[src/rtl/frac_lutk_cfg_pkg.sv]
// Shared definitions for the fracturable K-input LUT tile.
// Optional build macro: CFG_PARITY_EN adds one even-parity bit to each config frame.
package frac_lut_pkg;

    // Bit of the mode field that selects fractured operation.
    localparam int MODE_FRACTURE_BIT = 0;

    // Config frame length: truth table + mode field (+ parity bit when enabled).
    function automatic int lut_frame_len(input int k, input int mode_bits);
`ifdef CFG_PARITY_EN
        return (1 << k) + mode_bits + 1;
`else
        return (1 << k) + mode_bits;
`endif
    endfunction

endpackage

[src/rtl/frac_lutk_cfg_if.sv]
// Config-chain and LUT signal bundle for frac_lutk_cfg.
// master = driver of chain/LUT inputs, slave = the LUT tile.
interface frac_lutk_cfg_if #(
    parameter int K = 4
);
    logic         ccff_en;
    logic         ccff_clr;
    logic         ccff_head;
    logic         ccff_tail;
    logic [K-1:0] lut_in;
    logic [1:0]   lut_km2_out;
    logic [1:0]   lut_km1_out;
    logic         lut_k_out;
    logic         cfg_valid;
    logic         cfg_busy;
    logic         cfg_err;

    modport master (
        output ccff_en, ccff_clr, ccff_head, lut_in,
        input  ccff_tail, lut_km2_out, lut_km1_out, lut_k_out,
               cfg_valid, cfg_busy, cfg_err
    );

    modport slave (
        input  ccff_en, ccff_clr, ccff_head, lut_in,
        output ccff_tail, lut_km2_out, lut_km1_out, lut_k_out,
               cfg_valid, cfg_busy, cfg_err
    );
endinterface

[src/rtl/frac_lutk_mux.sv]
// Combinational K-input LUT mux tree with stage taps.
// Fractured mode forces the top select bit low so the K output equals the lower (K-1) LUT.
module frac_lutk_mux #(
    parameter int K = 4
) (
    input  logic [(1<<K)-1:0] i_sram,
    input  logic              i_mode,
    input  logic [K-1:0]      i_in,
    output logic [1:0]        o_km2,
    output logic [1:0]        o_km1,
    output logic              o_k
);
    // (K-2) taps: quarters 0 and 1 of the table
    assign o_km2[0] = i_sram[{1'b0, 1'b0, i_in[K-3:0]}];
    assign o_km2[1] = i_sram[{1'b0, 1'b1, i_in[K-3:0]}];

    // (K-1) outputs: lower and upper half of the table
    assign o_km1[0] = i_sram[{1'b0, i_in[K-2:0]}];
    assign o_km1[1] = i_sram[{1'b1, i_in[K-2:0]}];

    // Final stage: top select suppressed in fractured mode
    assign o_k = i_sram[{i_in[K-1] & ~i_mode, i_in[K-2:0]}];
endmodule

[src/rtl/frac_lutk_cfg.sv]
// Fracturable K-input LUT with serial config-chain controller.
// Bits shift into a shadow register; a full frame is committed atomically to the active table.
// Optional build macro: CFG_PARITY_EN (even-parity frame check with sticky cfg_err).
module frac_lutk_cfg
    import frac_lut_pkg::*;
#(
    parameter int K         = 4,
    parameter int MODE_BITS = 1
) (
    input  logic              prog_clk,
    input  logic              prog_rst_n,
    frac_lutk_cfg_if.slave    bus
);
    localparam int N  = 1 << K;
    localparam int L  = lut_frame_len(K, MODE_BITS);
    localparam int A  = N + MODE_BITS;
    localparam int CW = $clog2(L + 1);

    logic [L-1:0]  r_shadow;
    logic [A-1:0]  r_active;
    logic [CW-1:0] r_cnt;
    logic          r_valid;
    logic [L-1:0]  w_shift_next;
    logic          w_last;
    logic          w_par_ok;
    logic [1:0]    w_km2;
    logic [1:0]    w_km1;
    logic          w_k;

    assign w_shift_next = {r_shadow[L-2:0], bus.ccff_head};
    assign w_last       = bus.ccff_en && !bus.ccff_clr && (r_cnt == CW'(L - 1));

`ifdef CFG_PARITY_EN
    assign w_par_ok = ~(^w_shift_next);
`else
    assign w_par_ok = 1'b1;
`endif

    // Shadow shift, bit counter and atomic commit of a complete frame
    always_ff @(posedge prog_clk) begin
        if (!prog_rst_n) begin
            r_shadow <= '0;
            r_active <= '0;
            r_cnt    <= '0;
            r_valid  <= 1'b0;
        end else if (bus.ccff_clr) begin
            r_shadow <= '0;
            r_cnt    <= '0;
        end else if (bus.ccff_en) begin
            r_shadow <= w_shift_next;
            if (w_last) begin
                r_cnt <= '0;
                if (w_par_ok) begin
                    r_active <= w_shift_next[A-1:0];
                    r_valid  <= 1'b1;
                end
            end else begin
                r_cnt <= r_cnt + CW'(1);
            end
        end
    end

`ifdef CFG_PARITY_EN
    logic r_err;

    // Sticky parity error: set on a bad frame, cleared by a good commit, clr or reset
    always_ff @(posedge prog_clk) begin
        if (!prog_rst_n) begin
            r_err <= 1'b0;
        end else if (bus.ccff_clr) begin
            r_err <= 1'b0;
        end else if (w_last) begin
            r_err <= ~w_par_ok;
        end
    end

    assign bus.cfg_err = r_err;
`else
    assign bus.cfg_err = 1'b0;
`endif

    frac_lutk_mux #(.K(K)) u_mux (
        .i_sram (r_active[N-1:0]),
        .i_mode (r_active[N + MODE_FRACTURE_BIT]),
        .i_in   (bus.lut_in),
        .o_km2  (w_km2),
        .o_km1  (w_km1),
        .o_k    (w_k)
    );

    // Outputs stay low until a frame has been committed
    assign bus.lut_km2_out = r_valid ? w_km2 : 2'b00;
    assign bus.lut_km1_out = r_valid ? w_km1 : 2'b00;
    assign bus.lut_k_out   = r_valid & w_k;
    assign bus.cfg_valid   = r_valid;
    assign bus.cfg_busy    = (r_cnt != '0);
    assign bus.ccff_tail   = r_shadow[L-1];
endmodule

[src/flat_wrapper.sv]
// flat-port wrapper written by rule: the top's interface ports become plain ports
module frac_lutk_cfg_flat import frac_lut_pkg::*;
#(
    parameter int K         = 4,
    parameter int MODE_BITS = 1
)
  (prog_clk, prog_rst_n, bus_ccff_en, bus_ccff_clr, bus_ccff_head, bus_lut_in, bus_ccff_tail, bus_lut_km2_out, bus_lut_km1_out, bus_lut_k_out, bus_cfg_valid, bus_cfg_busy, bus_cfg_err);
  frac_lutk_cfg_if #(.K(K)) bus_i ();
  input  logic prog_clk;
  input  logic prog_rst_n;
  input wire logic [$bits(bus_i.ccff_en)-1:0] bus_ccff_en;
  input wire logic [$bits(bus_i.ccff_clr)-1:0] bus_ccff_clr;
  input wire logic [$bits(bus_i.ccff_head)-1:0] bus_ccff_head;
  input wire logic [$bits(bus_i.lut_in)-1:0] bus_lut_in;
  output wire logic [$bits(bus_i.ccff_tail)-1:0] bus_ccff_tail;
  output wire logic [$bits(bus_i.lut_km2_out)-1:0] bus_lut_km2_out;
  output wire logic [$bits(bus_i.lut_km1_out)-1:0] bus_lut_km1_out;
  output wire logic [$bits(bus_i.lut_k_out)-1:0] bus_lut_k_out;
  output wire logic [$bits(bus_i.cfg_valid)-1:0] bus_cfg_valid;
  output wire logic [$bits(bus_i.cfg_busy)-1:0] bus_cfg_busy;
  output wire logic [$bits(bus_i.cfg_err)-1:0] bus_cfg_err;
  assign bus_i.ccff_en = bus_ccff_en;
  assign bus_i.ccff_clr = bus_ccff_clr;
  assign bus_i.ccff_head = bus_ccff_head;
  assign bus_i.lut_in = bus_lut_in;
  assign bus_ccff_tail = bus_i.ccff_tail;
  assign bus_lut_km2_out = bus_i.lut_km2_out;
  assign bus_lut_km1_out = bus_i.lut_km1_out;
  assign bus_lut_k_out = bus_i.lut_k_out;
  assign bus_cfg_valid = bus_i.cfg_valid;
  assign bus_cfg_busy = bus_i.cfg_busy;
  assign bus_cfg_err = bus_i.cfg_err;
  frac_lutk_cfg #(.K(K), .MODE_BITS(MODE_BITS)) u_core (.prog_clk(prog_clk), .prog_rst_n(prog_rst_n), .bus(bus_i));
endmodule
[config.mk]
export PLATFORM = sky130hd
export DESIGN_NAME = frac_lutk_cfg_flat
export DESIGN_NICKNAME = d
export VERILOG_FILES = /design/src/rtl/frac_lutk_cfg_pkg.sv /design/src/rtl/frac_lutk_cfg_if.sv /design/src/rtl/frac_lutk_mux.sv /design/src/rtl/frac_lutk_cfg.sv /design/src/flat_wrapper.sv
export SDC_FILE = /design/constraint.sdc
export NUM_CORES = 1
export LEC_CHECK = 0
export ABC_AREA = 1
export ABC_CLOCK_PERIOD_IN_PS = 1900
export BUFFER_PORTS_ARGS = -buffer_cell sky130_fd_sc_hd__buf_4
export CORE_ASPECT_RATIO = 0.5
export CORE_MARGIN = 1.5
export CORE_UTILIZATION = 40
export DETAILED_ROUTE_END_ITERATION = 8
export PLACE_DENSITY_LB_ADDON = 0.1
export SYNTH_ARGS = -nofsm -noshare
export SYNTH_HDL_FRONTEND = slang
export SYNTH_SLANG_ARGS = --single-unit
[constraint.sdc]
create_clock -name prog_clk -period 1.9 [get_ports prog_clk]
set_clock_uncertainty 0.05 [all_clocks]
set_input_delay 0.285 -clock prog_clk [delete_from_list [all_inputs] [get_ports prog_clk]]
set_output_delay 0.285 -clock prog_clk [all_outputs]
set_load 0.02 [all_outputs]
==> impl_metrics.json <==
{
  "outcome": "completed",
  "setup_viol": 0,
  "wl_per_cell_um": 11.54,
  "tns_ps": 0,
  "clk_path_buf_depth": 2,
  "startpoint_type": "flip-flop",
  "rsz0062_at_grt": "false",
  "syn_avg_cell_area_sq_um": 7.216,
  "drtPass1Iterations": 4,
  "grt_pass1_wl_mm": 5.651,
  "p_comb_frac": 0.064,
  "setup.worst_path.end_class": "primary output",
  "cp_common_cell": "nand2_1",
  "clkTransAtPathRegs_ps": 70,
  "slew_violations": 0,
  "swShare": 0.2197,
  "hold_viol_final": 0,
  "max_stage_delay_ps": 300,
  "insertion_delay_ps": 280,
  "netlist_area_sq_um": 1674,
  "grt_pass1_vias": 1218,
  "cts_resized": 0,
  "pin_count": 18,
  "maxCapViolations": 0,
  "path_max_fanout": 2,
  "die_h_um": 48.75,
  "die-area_sq_um": 4606,
  "clock-root-buffer": "clkbuf_8",
  "critPathKind": "reg -> out",
  "place_congestion": 0.8327,
  "grt_max_degree": 39,
  "filler_cell_count": 414,
  "ys_seq_elements": 40,
  "io_buffers": 16,
  "synth_nets": 243,
  "period_minus_slack_ps": 1585,
  "die_w_um": 94.49,
  "antenna_found_initial": 0,
  "layout.nets": 257,
  "p_int_uw": 1174,
  "dpl.hpwl_mm": 2.568,
  "clock_sinks": 40,
  "num_vias": 1425,
  "postRouteAntennaNets": 0,
  "rows": 16,
  "holdBufCountCts": 0,
  "coreArea_sq_um": 3964,
  "htreeDepth": 2,
  "place_area_sq_um": 1823,
  "n_antenna_cell": 0,
  "drive_gt1_frac": 0.1093,
  "critPathRequiredTime_ps": 1560,
  "postCtsSetupRepairBufs": 0,
  "start_util": 0.4223,
  "yosysSeqAreaShare": 0.4783,
  "worstPathArrival_ps": 1250,
  "ir_worst_vdd_v": 0.0003730,
  "clkPwrFrac": 0.372,
  "place_ws_ps": 330.3,
  "p_sw_uw": 330.6,
  "setup_slack_ps": 315.1,
  "regArea_sq_um": 800.8,
  "critPathSlowestCell": "dfxtp_1",
  "multi_input_area_sq_um": 683.2,
  "final_area_sq_um": 1913,
  "track_usage": 0.1585,
  "synth.distinct_cells": 17,
  "p_seq_frac": 0.564,
  "drt_iter0_markers": 52,
  "drc": 0,
  "cts_tree": "done",
  "drt_wl_total_mm": 3.474,
  "fin_util": 0.4826,
  "cts_buffers": 5,
  "synth_cells": 232,
  "yosys_warnings": 0,
  "finalCritPeriodShare": 0.8342,
  "worstPathCellList": "inv_1, nand2_1, nand3_1, nand2_1, nand2_1, nand2_1, nor2_1, nor2_1, buf_4",
  "timing.fmax_ghz": 0.6309,
  "area_growth_syn_to_layout_pct": 14.27,
  "leakagePower_uw": 0.0007450,
  "via_per_inst": 4.734,
  "overflow": 0,
  "hp-class": "in -> reg",
  "powerDensity_nw_per_um2": 786.6
}
layout by cell type (no fill, tap or decap), types with 2 or more instances in the layout:
cell type,synthesis,layout
a21oi_1,41,41
buf_4,2,17
clkbuf_1,5,2
clkbuf_8,0,6
dfxtp_1,40,40
ha_1,2,2
inv_1,31,31
inv_2,2,2
nand2_1,53,53
nand3_1,14,14
nor2_1,6,6
nor3_1,6,6
o21ai_0,23,23
metal layers:
layer / global-route usage / part of all wire
met5: 0 / 0
met4: 0.03731 / 0
met2: 0.2038 / 0.38
met1: 0.2522 / 0.58
met3: 0.04717 / 0.040
power groups by stage:
stage,registers [uW],logic (uW),clock network [uW]
final,849,96.4,559
after global placement,868,96.5,0
after global routing,849,111,619
after CTS,849,97.0,582
after floorplan,867,65.7,0
after detailed placement,868,96.7,0
metrics by stage:
| stage | total power (uW) | cells | hold WS, ps |
|---|---|---|---|
| after CTS | 1527 | 301 | 238.7 |
| after global placement | 964.6 | 293 | 390.0 |
| after global routing | 1579 | 301 | 277.2 |
| after floorplan | 932.6 | 232 | 373.1 |
| after detailed placement | 964.9 | 293 | 394.3 |
| final | 1505 | 301 | 249.6 |
final cells by class:
cell class              count  area share
repair buffers             18     0.07718
well taps                  54     0.03532
multi-input cells         148      0.3571
inverters                  33     0.06475
clock buffers               8     0.04709
flip-flops and latches     40      0.4186
logic make-up after synthesis:
| logic type | count (synthesis) | synth area share |
|---|---|---|
| other | 1 | 0.002240 |
| buffers and inverters | 44 | 0.1136 |
| AND/OR/NAND/NOR | 80 | 0.1958 |
| adder cells (fa/ha/maj) | 2 | 0.01495 |
| AO/OA/AOI/OAI | 65 | 0.1951 |
| flip-flops | 40 | 0.4783 |
final timing paths:
path	from	endpoint	cells past startpoint	slack, ps
setup reg to reg	u_core.r_cnt[0]$_SDFFE_PP0P_	u_core.r_active[0]$_SDFFE_PN0P_	8	400
hold / removal	bus_ccff_head	u_core.r_shadow[0]$_SDFFE_PP0P_	3	250
setup / recovery	u_core.r_active[15]$_SDFFE_PN0P_	bus_lut_k_out	9	320
hold reg to reg	u_core.r_active[2]$_SDFFE_PN0P_	u_core.r_active[2]$_SDFFE_PN0P_	2	400
synth_stat cells:
| cell type | instances | share of area |
|---|---|---|
| clkbuf_1 | 5 | 0.011 |
| buf_4 | 2 | 0.0090 |
| conb_1 | 1 | 0.0022 |
| nor2_2 | 1 | 0.0037 |
| a21oi_1 | 41 | 0.12 |
| dfxtp_1 | 40 | 0.48 |
| ha_1 | 2 | 0.015 |
| inv_2 | 2 | 0.0045 |
| o21ai_0 | 23 | 0.069 |
| nor2_1 | 6 | 0.013 |
| buf_2 | 2 | 0.0060 |
| nand2_1 | 53 | 0.12 |
| a31oi_1 | 1 | 0.0037 |
| inv_1 | 31 | 0.070 |
| nor3_1 | 6 | 0.018 |
| buf_6 | 2 | 0.013 |
| nand3_1 | 14 | 0.042 |
worst max-delay path, delay by kind of cell, from the launching register on:
kind                   cells  cell delay (ps)
and+or+nand+nor            7              450
DFF                        1              300
buffers and inverters      2              230
flip-flops by register name, indices dropped and copies added, names as in the netlist:
signal / cells
u_core.r_cnt: 5
u_core.r_shadow: 17
u_core.bus.cfg_valid: 1
u_core.r_active: 17
No activity file was read; power rests on OpenSTA's default activity.
